==> src/rtl/apb_arbiter_pkg.sv <==
// rtl/apb_arbiter_pkg.sv - shared types and widths for the two-requester APB arbiter
package apb_arbiter_pkg;

  localparam int NUM_REQ = 2;
  localparam int ADDR_W  = 3;
  localparam int DATA_W  = 8;

  typedef enum logic [1:0] {
    IDLE   = 2'd0,
    SETUP  = 2'd1,
    ACCESS = 2'd2
  } apb_state_e;

  function automatic logic [7:0] sat_inc8(input logic [7:0] v);
    return (v == 8'hFF) ? v : v + 8'd1;
  endfunction

endpackage

==> src/rtl/rr_arbiter.sv <==
// rtl/rr_arbiter.sv - two-way round-robin grant, one-hot out
module rr_arbiter
  import apb_arbiter_pkg::*;
(
  input  logic [NUM_REQ-1:0] req,
  input  logic [NUM_REQ-1:0] last_grant,
  output logic [NUM_REQ-1:0] grant
);

  always_comb begin
    grant = '0;
    if (req[0] && req[1]) begin
      // contention: whoever was not served last wins
      grant = last_grant[0] ? 2'b10 : 2'b01;
    end else begin
      grant = req;
    end
  end

endmodule

==> src/rtl/apb_arbiter.sv <==
// rtl/apb_arbiter.sv - arbitrates two requesters onto one APB master with timeout
module apb_arbiter
  import apb_arbiter_pkg::*;
#(
  parameter int TIMEOUT_CYCLES = 16
) (
  input  logic                        clk,
  input  logic                        rst,
  input  logic [NUM_REQ-1:0]          req_valid,
  input  logic [NUM_REQ-1:0]          req_write,
  input  logic [NUM_REQ*ADDR_W-1:0]   req_addr,
  input  logic [NUM_REQ*DATA_W-1:0]   req_wdata,
  output logic [NUM_REQ-1:0]          req_ack,
  output logic [NUM_REQ-1:0]          req_err,
  output logic [DATA_W-1:0]           req_rdata,
  output logic [ADDR_W-1:0]           paddr,
  output logic                        psel,
  output logic                        penable,
  output logic                        pwrite,
  output logic [DATA_W-1:0]           pwdata,
  input  logic [DATA_W-1:0]           prdata,
  input  logic                        pready
);

  localparam logic [7:0] TMO_LIMIT = 8'(TIMEOUT_CYCLES);

  apb_state_e state, state_next;

  logic               gnt_idx;
  logic               rr_ptr;
  logic [7:0]         cnt;
  logic [7:0]         cnt_inc;
  logic               load;
  logic               done;
  logic               tmo;
  logic [NUM_REQ-1:0] eligible;
  logic [NUM_REQ-1:0] last_grant;
  logic [NUM_REQ-1:0] grant;

  // a requester being acked this cycle cannot be re-granted on the same edge
  assign eligible   = req_valid & ~req_ack;
  assign last_grant = rr_ptr ? 2'b01 : 2'b10;

  rr_arbiter u_rr (
    .req        (eligible),
    .last_grant (last_grant),
    .grant      (grant)
  );

  // bus strobes come straight from the state so reset drops them at once
  assign psel    = (state != IDLE);
  assign penable = (state == ACCESS);

  always_ff @(posedge clk or negedge rst) begin
    if (!rst) begin
      state <= IDLE;
    end else begin
      state <= state_next;
    end
  end

  always_comb begin
    state_next = state;
    load       = 1'b0;
    done       = 1'b0;
    tmo        = 1'b0;
    cnt_inc    = sat_inc8(cnt);
    case (state)
      IDLE: begin
        if (|grant) begin
          load       = 1'b1;
          state_next = SETUP;
        end
      end
      SETUP: begin
        state_next = ACCESS;
      end
      ACCESS: begin
        if (pready) begin
          done       = 1'b1;
          state_next = IDLE;
        end else if (cnt_inc == TMO_LIMIT) begin
          done       = 1'b1;
          tmo        = 1'b1;
          state_next = IDLE;
        end
      end
      default: begin
        state_next = IDLE;
      end
    endcase
  end

  always_ff @(posedge clk or negedge rst) begin
    if (!rst) begin
      gnt_idx   <= 1'b0;
      rr_ptr    <= 1'b0;
      paddr     <= '0;
      pwrite    <= 1'b0;
      pwdata    <= '0;
      cnt       <= '0;
      req_ack   <= '0;
      req_err   <= '0;
      req_rdata <= '0;
    end else begin
      req_ack <= '0;
      req_err <= '0;
      if (load) begin
        gnt_idx <= grant[1];
        rr_ptr  <= ~grant[1];
        pwrite  <= grant[1] ? req_write[1] : req_write[0];
        paddr   <= grant[1] ? req_addr[2*ADDR_W-1:ADDR_W] : req_addr[ADDR_W-1:0];
        pwdata  <= grant[1] ? req_wdata[2*DATA_W-1:DATA_W] : req_wdata[DATA_W-1:0];
      end
      if (state == SETUP) begin
        cnt <= '0;
      end else if (state == ACCESS && !pready) begin
        cnt <= cnt_inc;
      end
      if (done) begin
        req_ack[gnt_idx] <= 1'b1;
        req_err[gnt_idx] <= tmo;
        req_rdata        <= (pwrite || tmo) ? '0 : prdata;
      end
    end
  end

endmodule

==> config.mk <==
export PLATFORM = sky130hd
export DESIGN_NAME = apb_arbiter
export DESIGN_NICKNAME = d
export VERILOG_FILES = /design/src/rtl/apb_arbiter_pkg.sv /design/src/rtl/rr_arbiter.sv /design/src/rtl/apb_arbiter.sv
export SDC_FILE = /design/constraint.sdc
export NUM_CORES = 1
export LEC_CHECK = 0
export BUFFER_PORTS_ARGS = -buffer_cell sky130_fd_sc_hd__buf_2
export CAP_MARGIN = 25
export CORE_AREA = 2 2 66 68
export CTS_BUF_LIST = sky130_fd_sc_hd__clkbuf_16
export DETAILED_ROUTE_END_ITERATION = 10
export DIE_AREA = 0 0 68 70
export PLACE_DENSITY = 0.71
export SYNTH_ARGS = -nofsm -noshare
export SYNTH_HDL_FRONTEND = slang
export SYNTH_SLANG_ARGS = --single-unit
==> constraint.sdc <==
create_clock -name clk -period 2.1 [get_ports clk]
set_input_delay 0.315 -clock clk [delete_from_list [all_inputs] [get_ports clk]]
set_output_delay 0.315 -clock clk [all_outputs]
set_load 0.1 [all_outputs]
==> results of run 1 <==
==> cell usage after synthesis, drive strengths merged (5+ instances only) <==
cell    number  area, um2
nand2        5       18.8
nand3        7       35.0
dfrtp       36        901
a222oi      12        120
nand2b       5       31.3
nor2         8       30.0
a31o         8       70.1
clkbuf       7       26.3
inv         16       60.1
nor3b       10       75.1
==> critical path, cell delays in order, from the launching register on <==
cell and delay (ns):
sky130_fd_sc_hd__dfrtp_1 0.38, sky130_fd_sc_hd__ha_1 0.31, sky130_fd_sc_hd__or3_4 0.33, sky130_fd_sc_hd__or4_4 0.44, sky130_fd_sc_hd__o31ai_4 0.11, sky130_fd_sc_hd__nand4_4 0.18
sky130_fd_sc_hd__a31o_1 0.23
==> final cells by class <==
type | count | area share [%]
Clock inverter | 2 | 0.380
Tap cell | 52 | 2.82
Multi-Input combinational cell | 98 | 32.7
Sequential cell | 36 | 39.1
Clock buffer | 5 | 5.43
Inverter | 16 | 2.60
Timing Repair Buffer | 73 | 17.0
==> final timing paths <==
check / startpoint / end / slack (ns) / cells after the start
max: cnt[1]$_DFFE_PN0P_ / req_rdata[5]$_DFFE_PN0P_ / -0.007 / 6
min: rst / cnt[2]$_DFFE_PN0P_ / 0.11 / 1
max reg2reg: cnt[1]$_DFFE_PN0P_ / req_rdata[5]$_DFFE_PN0P_ / -0.007 / 6
min reg2reg: gnt_idx$_DFFE_PN0P_ / req_ack[0]$_DFF_PN0_ / 0.48 / 1
max in group asynchronous: rst / pwdata[0]$_DFFE_PN0P_ / 1.49 / 1
min in group clk: req_wdata[0] / pwdata[0]$_DFFE_PN0P_ / 0.25 / 3
==> state kept, by name, indices dropped and copies added (netlist names) <==
register	count
req_rdata	8
rr_ptr	1
pwrite	1
req_ack	2
pwdata	8
state	2
req_err	2
paddr	3
gnt_idx	1
cnt	8
==> kinds of logic after synthesis <==
group / after synthesis
xor+xnor: 1
simple gates: 55
mux: 2
compound gates: 38
fa+ha+maj: 1
flops: 36
buf+inv: 25
==> stage by stage <==
| stage | util (%) | cells | setup slack [ns] | setup TNS (ns) |
|---|---|---|---|---|
| 2_1_floorplan | - | 158 | 0.00203 | 0 |
| 3_3_place_gp | 51.4 | 272 | 0.00312 | 0 |
| 3_5_place_dp | 51.4 | 272 | -0.0255 | -0.136 |
| 4_1_cts | 55.3 | 280 | -0.0154 | -0.0426 |
| 5_1_grt | 55.6 | 282 | -0.0832 | -0.752 |
| 6_report | 55.6 | 282 | -0.00706 | -0.0159 |
==> metal layers <==
layer	vias to the layer above	track usage (%)	wire (um)
met5	-	0	0
met4	0	9.56	99
met3	10	4.67	237
met2	57	28.8	2020
met1	736	26.5	1880
li1	739	-	-
==> repair_timing <==
action                                  4_1_cts  5_1_grt
pin swaps                                     1       13
endpoints found under the setup margin        8       12
gates cloned                                  1        0
gates resized for setup                       2        0
setup buffers                                 0        2
==> results.txt, run 1 <==
* Result of the run: finished, violations left
* Violated checks: setup timing
- Synthesis-stage register bit count: 36
- The die covers 4760 um2.
- Number of fillers in the final layout: 373
- Count of antenna diodes in the layout: 0
* Initial cell density of the core: 41.3%
- Remaining Overflow, GRT: 0
- Leaving out fill and tap cells, the most frequent cell in the layout is sky130_fd_sc_hd__buf_2.
- Slack of the critical path: -0.00706 ns
* Number of antenna violations at the first check in global routing: 0
- Counting flops with a built-in enable in the synthesized netlist gives 0.
- RSZ-0062 raised after global routing: true
- The clock reaches the later pin of the worst-skew pair after 0.28 ns.
- Register clock-pin slew on the reported worst setup and hold paths: 0.05 ns
- Count of final max-slew check failures: 0
* Ys flop type: sky130_fd_sc_hd__dfrtp_1
- In the synthesized netlist the async set-or-reset flop fraction comes to 100%.
- Of the total synthesized cell area, the portion taken by XOR and XNOR cells is 0.511%.
* Placeable Area: 4140 um2
- The longest clock path from root to sink contains 2 buffers.
- Of the available clock period, the critical path in the final layout requires 100%.
- Worst-margin pin slew: 0.772 ns
- Maximum number of pins on one net before global-route repair: 37
- Across the routed clock network, the largest skew measured is 0.00301 ns.
* Total area of multi-input combinational cells: 753 um2
- The number of hold violations in the final report is 0.
- The initialized floorplan defines 24 standard-cell rows.
- Net Count, Synth: 196
- Dpl hpwl: 2900 um
- The cell sitting at the root of the clock tree is a sky130_fd_sc_hd__clkbuf_16.
- Final hold slack: 0.112 ns
* Remaining max-slew budget at the tightest pin: 48.5%
* First-pass iteration count of the detailed router: 4
* Compound-Gate Fraction of Synth Area: 19.1%
- Endpoint kind of the worst setup timing path: flop
- The first global-routing pass estimated 6860 um of wire.
- Area taken by flip-flops and latches: 901 um2
- Adder and majority gate portion of the synthesized area: 0.730%
- Width of the die: 68 um
* Kind of launch point of the worst setup path: flop
- TritonCTS built the clock tree.
- Average routed wire per standard cell: 15.0 um
- The net count of the finished layout is 268.
- The final route contains 1542 vias.
- Sequential cell area fraction in the yosys report: 52.6%
* Required time of the critical path: 2.26 ns
* Gate count of the mapped netlist: 158
* Dominant combinational cell family by area after synthesis: simple AND/OR/NAND/NOR gates
- Buffers on Ports: 62
* Arrival time at the worst endpoint: 2.27 ns
* Crit path max fanout: 5
* Area growth from synthesis to layout: 34.6%
- Fmax: 0.475 GHz
- The placed instances occupy a cell area of 2130 um2.
* Synth Area per Inst: 10.8 um2
- The detail route stage leaves a number of antenna-violating nets equal to 0.
- Via count of the first global-routing pass: 1471
- In this run the worst hold path is classified as input port to asynchronous set/reset pin.
- For this run, the number of Yosys warnings is 0.
- Maximum level of the CTS H-tree: 2
- Cells with a size suffix above 1 make up 37.8% of the layout.
- Setup violations remaining at the end of the flow were counted as 3.
- Share of cell area taken by muxes after synthesis: 1.24%
- Shortest period the worst path allows: 2.11 ns
- The congestion estimate from routability-driven global placement came to 0.770.
* Global routing usage summed across all routing layers: 19.5%
- With fillers left out, the area of the finished cells amounts to 2310 um2.
* Number of DRC violations after detailed routing: 0
- Max Cap Violations: 0
- In this run the cell area of the synthesized design comes to 1710 um2.
* Top-level I/O count: 63
- Sink Count: 36
- Total wire length: 4240 um
* Worst setup path class: flop to flop
* Most frequent cells in the layout: sky130_fd_sc_hd__buf_2 (62), sky130_fd_sc_hd__dfrtp_1 (36), sky130_fd_sc_hd__inv_1 (17), sky130_fd_sc_hd__a222oi_1 (12), sky130_fd_sc_hd__buf_4 (11)
- Of the total synthesized cell area, the portion taken by AND, OR, NAND and NOR gates is 20.2%.
* DR iter-0 viols: 88
* Number of buffers added to fix hold violations after cts: 0
* Vias per std cell: 5.47
* Count of cell types in the netlist: 35
* Y dimension of the die: 70 um
- In this run, CTS created clock tree buffers numbering 5.
Power of run 1 is left out: the tool's default activity adds up to more than one toggle a clock period on the data nets, which glitch-free logic cannot reach.
==> run 2: changes to the inputs <==
- ABC_AREA: not set -> 1
- CELL_PAD_IN_SITES_DETAIL_PLACEMENT: not set -> 1
- CELL_PAD_IN_SITES_GLOBAL_PLACEMENT: not set -> 1
- CORE_AREA: 2 2 66 68 -> 2 2 79 81
- DIE_AREA: 0 0 68 70 -> 0 0 81 83
- GPL_TIMING_DRIVEN: not set -> 0
- PLACE_DENSITY: 0.71 -> 0.72
==> run 2 against run 1 <==
  * The flow now finishes without violations
  * Synthesized cell count rose by 44%
  * First-iteration DRC count fell by 36%
  * Critical path depth rose by 6
  * Design area rose by 2.2%
  * Utilization fell by 15 points
  * Register-to-register slack improved by 0.25 ns
  * Count of clock-buffer cells in the layout did not move
  * Clock skew rose by 0.00089 ns
  * Global-route usage fell by 1.9 points
  * Critical endpoint is now req_rdata[6]$_DFFE_PN0P_
==> results.txt, run 2 <==
- Final setup violating endpoints: 0 (was 3)
- Required time of the critical path: 2.27 ns (was 2.26 ns)
* Met3 usage in global routing: 4.02% (was 4.67%)
* GRT met2 Usage: 27.8% (was 28.8%)
- Average routed wire per standard cell: 14.3 um (was 15.0 um)
* Gate count of the mapped netlist: 227 (was 158)
- The worst relative slew slack is 43.9% (was 48.5%).
* Global routing usage summed across all routing layers: 17.5% (was 19.5%)
* Cell area power density: 1840 nW/um2
- Area growth from synthesis to layout: 30.1% (was 34.6%)
- Number of standard-cell rows in the floorplan: 28 (was 24)
- Most frequent cells in the layout: sky130_fd_sc_hd__nand2_1 (69), sky130_fd_sc_hd__buf_2 (64), sky130_fd_sc_hd__nand3_1 (35), sky130_fd_sc_hd__dfrtp_1 (35), sky130_fd_sc_hd__inv_1 (25) (was sky130_fd_sc_hd__buf_2 (62), sky130_fd_sc_hd__dfrtp_1 (36), sky130_fd_sc_hd__inv_1 (17), sky130_fd_sc_hd__a222oi_1 (12), sky130_fd_sc_hd__buf_4 (11))
- Area leader, netlist: sky130_fd_sc_hd__dfrtp_1 (unchanged)
- The number of hold violations in the final report is 0 (unchanged).
* Post-Route Skew: 0.00390 ns (was 0.00301 ns)
* Number of buffers created by CTS: 5 (unchanged)
* Leak pwr: 1.24 nW
- DR iter-0 viols: 56 (was 88)
- The clock tree from TritonCTS is built (unchanged).
* Dpl hpwl: 3930 um (was 2900 um)
* Global-route wire length before repair: 9160 um (was 6860 um)
* Leading cell type by number of instances after synthesis: sky130_fd_sc_hd__nand2_1 (was sky130_fd_sc_hd__dfrtp_1)
- Count of antenna diodes in the layout: 0 (unchanged)
* Register clock-pin slew on the reported worst setup and hold paths: 0.05 ns (about the same)
- Clock insertion delay at the later pin of the skew report: 0.28 ns (about the same)
- Synthesis-stage register bit count: 36 (unchanged)
- Simple-gate area share of the yosys netlist: 38.9% (was 20.2%)
- The average vias per placed instance was 4.83 (was 5.47).
- Result of the run: completed (was finished, violations left).
- RSZ-0062 raised after global routing: false (was true)
* Count of cell types in the netlist: 23 (was 35)
- Total negative slack for setup checks: 0 ns (was -0.0159 ns)
- The pin slew with the least headroom to its limit is 0.835 ns (was 0.772 ns).
* Hold WC Path Type: input port to asynchronous set/reset pin (unchanged)
- Area taken by flip-flops and latches: 902 um2 (was 901 um2)
- The mean area per synthesized cell is 7.98 um2 (was 10.8 um2).
- Number of buffers added to fix hold violations after cts: 0 (unchanged)
- The horizontal die dimension was 81 um (was 68 um).
- The number of cells upsized or downsized after cts is 0 (was 2).
- Biggest registers after layout: cnt (8), pwdata (8), req_rdata (8) (unchanged)
* Max Cap Violations: 0 (unchanged)
- Sequential cell area fraction in the yosys report: 49.8% (was 52.6%)
- The number of nets in the layout was 334 (was 268).
- The number of antenna violations at the first check in global routing was 0 (unchanged).
* First-pass iteration count of the detailed router: 6 (was 4)
- Maximum number of pins on one net before global-route repair: 37 (unchanged)
* Sink Count: 36 (unchanged)
- Largest cells by area after synthesis: sky130_fd_sc_hd__dfrtp_1 (50%), sky130_fd_sc_hd__nand2_1 (14%), sky130_fd_sc_hd__nand3_1 (9.7%) (was sky130_fd_sc_hd__dfrtp_1 (53%), sky130_fd_sc_hd__a222oi_1 (7.0%), sky130_fd_sc_hd__nor3b_1 (4.4%))
* Endpoint kind of the worst setup timing path: flop (unchanged)
* Count of final max-slew check failures: 0 (unchanged)
- Detail Route Antenna Nets: 0 (unchanged)
- Crit path max fanout: 10 (was 5)
- The number of top-level pins was 63 (unchanged).
* Portion of the clock cycle consumed by the worst path in the final layout: 88.4% (was 100%)
- Number of fillers in the final layout: 776 (was 373)
- The count of synthesis-stage warnings from yosys was 0 (unchanged).
* Maximum level of the CTS H-tree: 2 (unchanged)
- The clock tree root buffer cell is sky130_fd_sc_hd__clkbuf_16 (unchanged).
* Post-CTS Repair Setup Buffers: 0 (unchanged)
- The arrival time of data at the critical path endpoint was 2.03 ns (was 2.27 ns).
- Placeable Area: 5820 um2 (was 4140 um2)
- The class of the most critical setup path was flop to flop (unchanged).
- Routability cong.: 0.781 (was 0.770)
- Shortest period the worst path allows: 1.86 ns (was 2.11 ns)
- The area of the mapped netlist was 1810 um2 (was 1710 um2).
* Total wire length: 5320 um (was 4240 um)
* Compound-Gate Fraction of Synth Area: 3.80% (was 19.1%)
- The primary flip-flop cell chosen by synthesis mapping is sky130_fd_sc_hd__dfrtp_1 (unchanged).
* Xor-xnor portion of the synthesized cell area: 0.484% (was 0.511%)
* Met1 Usage GRT: 23.8% (was 26.5%)
- Kind of launch point of the worst setup path: flop (unchanged)
- Buffers on Ports: 62 (unchanged)
- Final non-filler cell total: 372 (was 282)
- Y dimension of the die: 83 um (was 70 um)
* Leading cell type in the layout, fill and taps excluded: sky130_fd_sc_hd__nand2_1 (was sky130_fd_sc_hd__buf_2)
* Share of cell area taken by muxes after synthesis: 0% (was 1.24%)
- The number of nets produced by synthesis was 265 (was 196).
- Highest-utilization routing layer at the global route stage: met2 (unchanged)
* Area fraction of the dominant cell type after synthesis: 49.8% (was 52.6%)
* Count of flip-flops with a built-in enable after synthesis: 0 (unchanged)
* Buffer depth of the longest clock path: 2 (unchanged)
- The die outline area is 6720 um2 (was 4760 um2).
- Final hold slack: 0.133 ns (was 0.112 ns)
* Worst VDD drop: 0.992 mV
- Remaining Overflow, GRT: 0 (unchanged)
- Share of cells above drive strength 1: 29.6% (was 37.8%)
- The post-detailed-route DRC marker count is 0 (unchanged).
- The multi-input logic area was 795 um2 (was 753 um2).
- Adder and majority gate portion of the synthesized area: 0.691% (was 0.730%)
- The starting density of the core came to 31.1% (was 41.3%).
- Dominant combinational cell family by area after synthesis: simple AND/OR/NAND/NOR gates (unchanged)
- Commonest cells in the netlist: sky130_fd_sc_hd__nand2_1 (69), sky130_fd_sc_hd__dfrtp_1 (36), sky130_fd_sc_hd__nand3_1 (35) (was sky130_fd_sc_hd__dfrtp_1 (36), sky130_fd_sc_hd__inv_1 (16), sky130_fd_sc_hd__a222oi_1 (12)).
- Via Count: 1797 (was 1542)
- Fmax: 0.539 GHz (was 0.475 GHz)
* Number of cells in the design after placement: 364 (was 272)
- The via count of the first global-routing pass was 1895 (was 1471).
- The proportion of register bits with asynchronous set or reset after synthesis came to 100% (unchanged).
-- run 2: cell count changes in the layout (fill, tap and decap cells not counted), sizes merged, moves of 5 or more --
cell	previous run	this run
nand2	5	74
nand3	7	36
a222oi	12	0
nor2	8	19
nor3b	10	0
buf	73	64
nand4	5	14
a31o	8	0
inv	17	25
nand2b	5	0
o21ai	1	6
-- run 2: logic make-up after synthesis --
family / count (synthesis)
adders and majority gates: 1
buffers and inverters: 30
and+or+nand+nor: 147
AOI/OAI and AO/OA: 12
DFF: 36
xor gates and xnor gates: 1
-- run 2: worst paths after layout --
kind / start / slack, ns / to / cells after the start
worst max-delay path: cnt[0]$_DFFE_PN0P_ / 0.24 / req_rdata[6]$_DFFE_PN0P_ / 12
worst min-delay path: rst / 0.13 / req_rdata[6]$_DFFE_PN0P_ / 1
worst max register to register: cnt[0]$_DFFE_PN0P_ / 0.24 / req_rdata[6]$_DFFE_PN0P_ / 12
worst min register to register: req_rdata[3]$_DFFE_PN0P_ / 0.47 / req_rdata[3]$_DFFE_PN0P_ / 2
max in group asynchronous: rst / 1.40 / cnt[0]$_DFFE_PN0P_ / 1
min in group clk: prdata[7] / 0.24 / req_rdata[7]$_DFFE_PN0P_ / 3
-- run 2: layout make-up --
type                            count  share of cell area [%]
Buffer                              6                    1.06
Clock buffer                        5                    5.31
Clock inverter                      3                   0.637
Inverter                           24                    3.82
Multi-Input combinational cell    161                    33.7
Sequential cell                    36                    38.3
Tap cell                           75                    3.98
Timing Repair Buffer               62                    13.2
-- run 2: power by group --
part           total (mW)  switching, mW  leakage [nW]  internal, mW
clock network       0.714          0.283        0.0687         0.431
registers            1.08          0.149         0.464         0.931
logic                2.55           2.14         0.712         0.404
total                4.34           2.57          1.24          1.77
-- run 2: metal layers --
metal | wire length, um | part of all wire [%]
met3 | 222 | 4.2
met5 | 0 | 0
met2 | 2570 | 48
met4 | 79 | 1.5
met1 | 2450 | 46
-- run 2: metrics by stage --
stage	util (%)	area [um2]	power (mW)	worst slack, ns
floorplan	-	1810	3.14	0.136
global placement	38.1	2210	3.60	0.231
detailed placement	38.1	2210	3.65	0.207
CTS	40.5	2350	4.38	0.178
global route	40.5	2360	4.57	0.0498
finish	40.5	2360	4.34	0.243
-- run 2: worst max-delay path: stages (launching register included) --
cell                      delay, ns
sky130_fd_sc_hd__dfrtp_2       0.42
sky130_fd_sc_hd__ha_1          0.25
sky130_fd_sc_hd__nand2_2       0.08
sky130_fd_sc_hd__nor2_4        0.16
sky130_fd_sc_hd__nand2_4       0.11
sky130_fd_sc_hd__nand2_1       0.10
sky130_fd_sc_hd__inv_1         0.06
sky130_fd_sc_hd__nor2_2        0.13
sky130_fd_sc_hd__nand3_2       0.10
sky130_fd_sc_hd__nand2_2       0.08
sky130_fd_sc_hd__nand2_4       0.10
sky130_fd_sc_hd__nand2_1       0.08
sky130_fd_sc_hd__nand2_1       0.05
(Power assumes the default switching activity.)
==> run 3: changes to the inputs <==
- RECOVER_POWER: not set -> 50
==> run 3 against run 2 <==
  * Power is 0.45% lower
  * Setup slack hardly changed
  * Critical path depth stayed put
  * Clock skew hardly changed
  * Register-to-register slack hardly changed
  * Final cell count stayed put
  * Die area stayed put
  * Non-clock buffer count stayed put
  * Global-route usage stayed put
  * Highest routed layer unchanged
==> results.txt, run 3 (same netlist as run 2, synthesis figures left out) <==
* Shortest period the worst path allows: 1.86 ns (about the same)
* Result of the run: completed (unchanged)
- Remaining Overflow, GRT: 0 (unchanged)
- Routability cong.: 0.781 (unchanged)
* Fmax: 0.539 GHz (about the same)
- The number of levels in the clock H-tree is 2 (unchanged).
- The number of setup violations in the final report came to 0 (unchanged).
- Total negative slack for setup checks: 0 ns (unchanged)
* Number of DRC violations after detailed routing: 0 (unchanged)
- Hold violation count in the final report: 0 (unchanged)
* Worst setup path class: flop to flop (unchanged)
* Area growth from synthesis to layout: 29.2% (was 30.1%)
- The count of vias placed by the detailed router is 1799 (was 1797).
* Remaining max-slew budget at the tightest pin: 20.9% (was 43.9%)
- GRT met2 Usage: 27.8% (unchanged)
- Max Cap Violations: 0 (unchanged)
- The maximum number of pins on one net before global-route repair is 37 (unchanged).
- Seq pwr share: 25.0% (was 24.9%)
* Buffers on Ports: 62 (unchanged)
* Net switching power: 2.58 mW (was 2.57 mW)
* Biggest registers after layout: cnt (8), pwdata (8), req_rdata (8) (unchanged)
- The pin slew with the least headroom to its limit was 1.19 ns (was 0.835 ns).
- The top fanout value on the critical path came to 10 (unchanged).
- The diode insertion count for antenna repair was 0 (unchanged).
- The via count of the first global-routing pass is 1895 (unchanged).
- Number of antenna violations at the first check in global routing: 0 (unchanged)
- Detail Route Antenna Nets: 0 (unchanged)
* Buffer depth of the longest clock path: 2 (unchanged)
* Slack of the critical path: 0.243 ns (about the same)
- Width of the die: 81 um (unchanged)
* Number of fillers in the final layout: 787 (was 776)
- The proportion of power drawn by the clock network was 16.5% (about the same).
* Clock insertion delay at the later pin of the skew report: 0.28 ns (about the same)
- Arrival time at the worst endpoint: 2.03 ns (about the same)
- The hold buffer count at cts is 0 (unchanged).
- The placement row count was 28 (unchanged).
* Comb pwr share: 58.4% (was 58.7%)
- Clock tree from TritonCTS: built (unchanged)
* Hold WC Path Type: input port to asynchronous set/reset pin (unchanged)
- Leak pwr: 1.20 nW (was 1.24 nW)
- Dpl hpwl: 3930 um (unchanged)
- The peak supply drop is 0.993 mV (was 0.992 mV).
- The die outline area came to 6720 um2 (unchanged).
- The die boundary height was 83 um (unchanged).
- The sink count of the clock tree came to 36 (unchanged).
* Register clock-pin slew on the reported worst setup and hold paths: 0.05 ns (about the same)
* Worst slack at placement: 0.207 ns (unchanged)
- The endpoint required time on the critical path is 2.27 ns (about the same).
* Final design utilization: 40.2% (was 40.5%)
- The final worst-path cycle share is 88.4% (about the same).
- Layout Cell Area excl Fill: 2340 um2 (was 2360 um2)
- DR iter-0 viols: 51 (was 56)
- First-pass iteration count of the detailed router: 8 (was 6)
- The power per standard cell area is 1850 nW/um2 (was 1840 nW/um2).
- The startpoint type of the worst setup path is a flop (unchanged).
- The most crowded layer after global routing is met2 (unchanged).
- The met1 routing resource usage after global routing was 23.8% (unchanged).
* RSZ-0062 raised after global routing: false (unchanged)
- Number of buffers created by CTS: 5 (unchanged)
- The total placed instance area was 2210 um2 (unchanged).
* Average routed wire per standard cell: 14.3 um (about the same)
- Final net count: 334 (unchanged)
* Global routing usage summed across all routing layers: 17.5% (unchanged)
- Switching power as a share of total power: 59.7% (was 59.3%)
* Top-level I/O count: 63 (unchanged)
- Most frequent cells in the layout: sky130_fd_sc_hd__nand2_1 (69), sky130_fd_sc_hd__buf_2 (50), sky130_fd_sc_hd__nand3_1 (35), sky130_fd_sc_hd__dfrtp_1 (35), sky130_fd_sc_hd__inv_1 (25) (was sky130_fd_sc_hd__nand2_1 (69), sky130_fd_sc_hd__buf_2 (64), sky130_fd_sc_hd__nand3_1 (35), sky130_fd_sc_hd__dfrtp_1 (35), sky130_fd_sc_hd__inv_1 (25)).
- Cell-internal power: 1.74 mW (was 1.77 mW)
* Total wire length: 5330 um (was 5320 um)
* Placeable Area: 5820 um2 (unchanged)
- Vias per std cell: 4.84 (was 4.83)
- Met3 usage in global routing: 4.02% (unchanged)
* Initial cell density of the core: 31.1% (unchanged)
- Endpoint kind of the worst setup timing path: flop (unchanged)
* Count of final max-slew check failures: 0 (unchanged)
* Global-route wire length before repair: 9160 um (unchanged)
- Share of cells above drive strength 1: 25.3% (was 29.6%)
* Leading cell type in the layout, fill and taps excluded: sky130_fd_sc_hd__nand2_1 (unchanged)
* Post-Route Skew: 0.00367 ns (was 0.00390 ns)
- Final hold slack: 0.162 ns (was 0.133 ns)
* Buffer type at the clock tree root: sky130_fd_sc_hd__clkbuf_16 (unchanged)
## run 3: cell count changes in the layout (fill, tap and decap cells not counted)
cell,before,now
sky130_fd_sc_hd__buf_2,64,50
sky130_fd_sc_hd__clkbuf_2,0,1
sky130_fd_sc_hd__clkbuf_1,4,17
## run 3: metrics by stage
stage | cells | total power [mW]
CTS | 372 | 4.38
floorplan | 227 | 3.14
detailed placement | 364 | 3.65
global placement | 364 | 3.60
global route | 372 | 4.55
finish | 372 | 4.32
## run 3: routing by layer
layer  vias to the layer above  wire length (um)
met5                         -                 0
met4                         0                77
met3                         5               212
met2                        37              2580
met1                       879              2470
li1                        878                 -
## run 3: repair_timing
action | CTS | global route
resized for setup | 0 | 1
endpoints found under the setup margin | 0 | 6
buffers inserted | 0 | 0
## run 3: final timing paths
check / slack [ns] / start / to / cells past startpoint
min in group clk: 0.24 / prdata[7] / req_rdata[7]$_DFFE_PN0P_ / 3
max in group asynchronous: 1.31 / rst / cnt[0]$_DFFE_PN0P_ / 1
min: 0.16 / rst / req_rdata[6]$_DFFE_PN0P_ / 1
max: 0.24 / cnt[0]$_DFFE_PN0P_ / req_rdata[6]$_DFFE_PN0P_ / 12
max reg2reg: 0.24 / cnt[0]$_DFFE_PN0P_ / req_rdata[6]$_DFFE_PN0P_ / 12
min reg2reg: 0.48 / req_rdata[1]$_DFFE_PN0P_ / req_rdata[1]$_DFFE_PN0P_ / 2
## run 3: critical path, stage by stage (launching register included)
cell and delay (ns):
sky130_fd_sc_hd__dfrtp_2 0.42, sky130_fd_sc_hd__ha_1 0.25, sky130_fd_sc_hd__nand2_2 0.08, sky130_fd_sc_hd__nor2_4 0.16, sky130_fd_sc_hd__nand2_4 0.11, sky130_fd_sc_hd__nand2_1 0.10
sky130_fd_sc_hd__inv_1 0.06, sky130_fd_sc_hd__nor2_2 0.13, sky130_fd_sc_hd__nand3_2 0.10, sky130_fd_sc_hd__nand2_2 0.08, sky130_fd_sc_hd__nand2_4 0.10, sky130_fd_sc_hd__nand2_1 0.08
sky130_fd_sc_hd__nand2_1 0.05
## run 3: power by group through the flow
stage	combinational, mW	sequential, mW	clock, mW
CTS	2.57	1.08	0.737
global placement	2.52	1.08	0
finish	2.52	1.08	0.714
floorplan	0.771	2.37	0
detailed placement	2.56	1.09	0
global route	2.68	1.12	0.758
## run 3: area by class of cell
type / instances / area [um2] / share of cell area (%)
inverter: 24 / 90.1 / 3.85
clock inverter: 3 / 15.0 / 0.642
clock buffer: 5 / 125 / 5.35
tap: 75 / 93.8 / 4.01
buffer: 6 / 25.0 / 1.07
sequential: 36 / 902 / 38.6
multi-input combinational: 161 / 795 / 34.0
timing repair buffer: 62 / 294 / 12.6
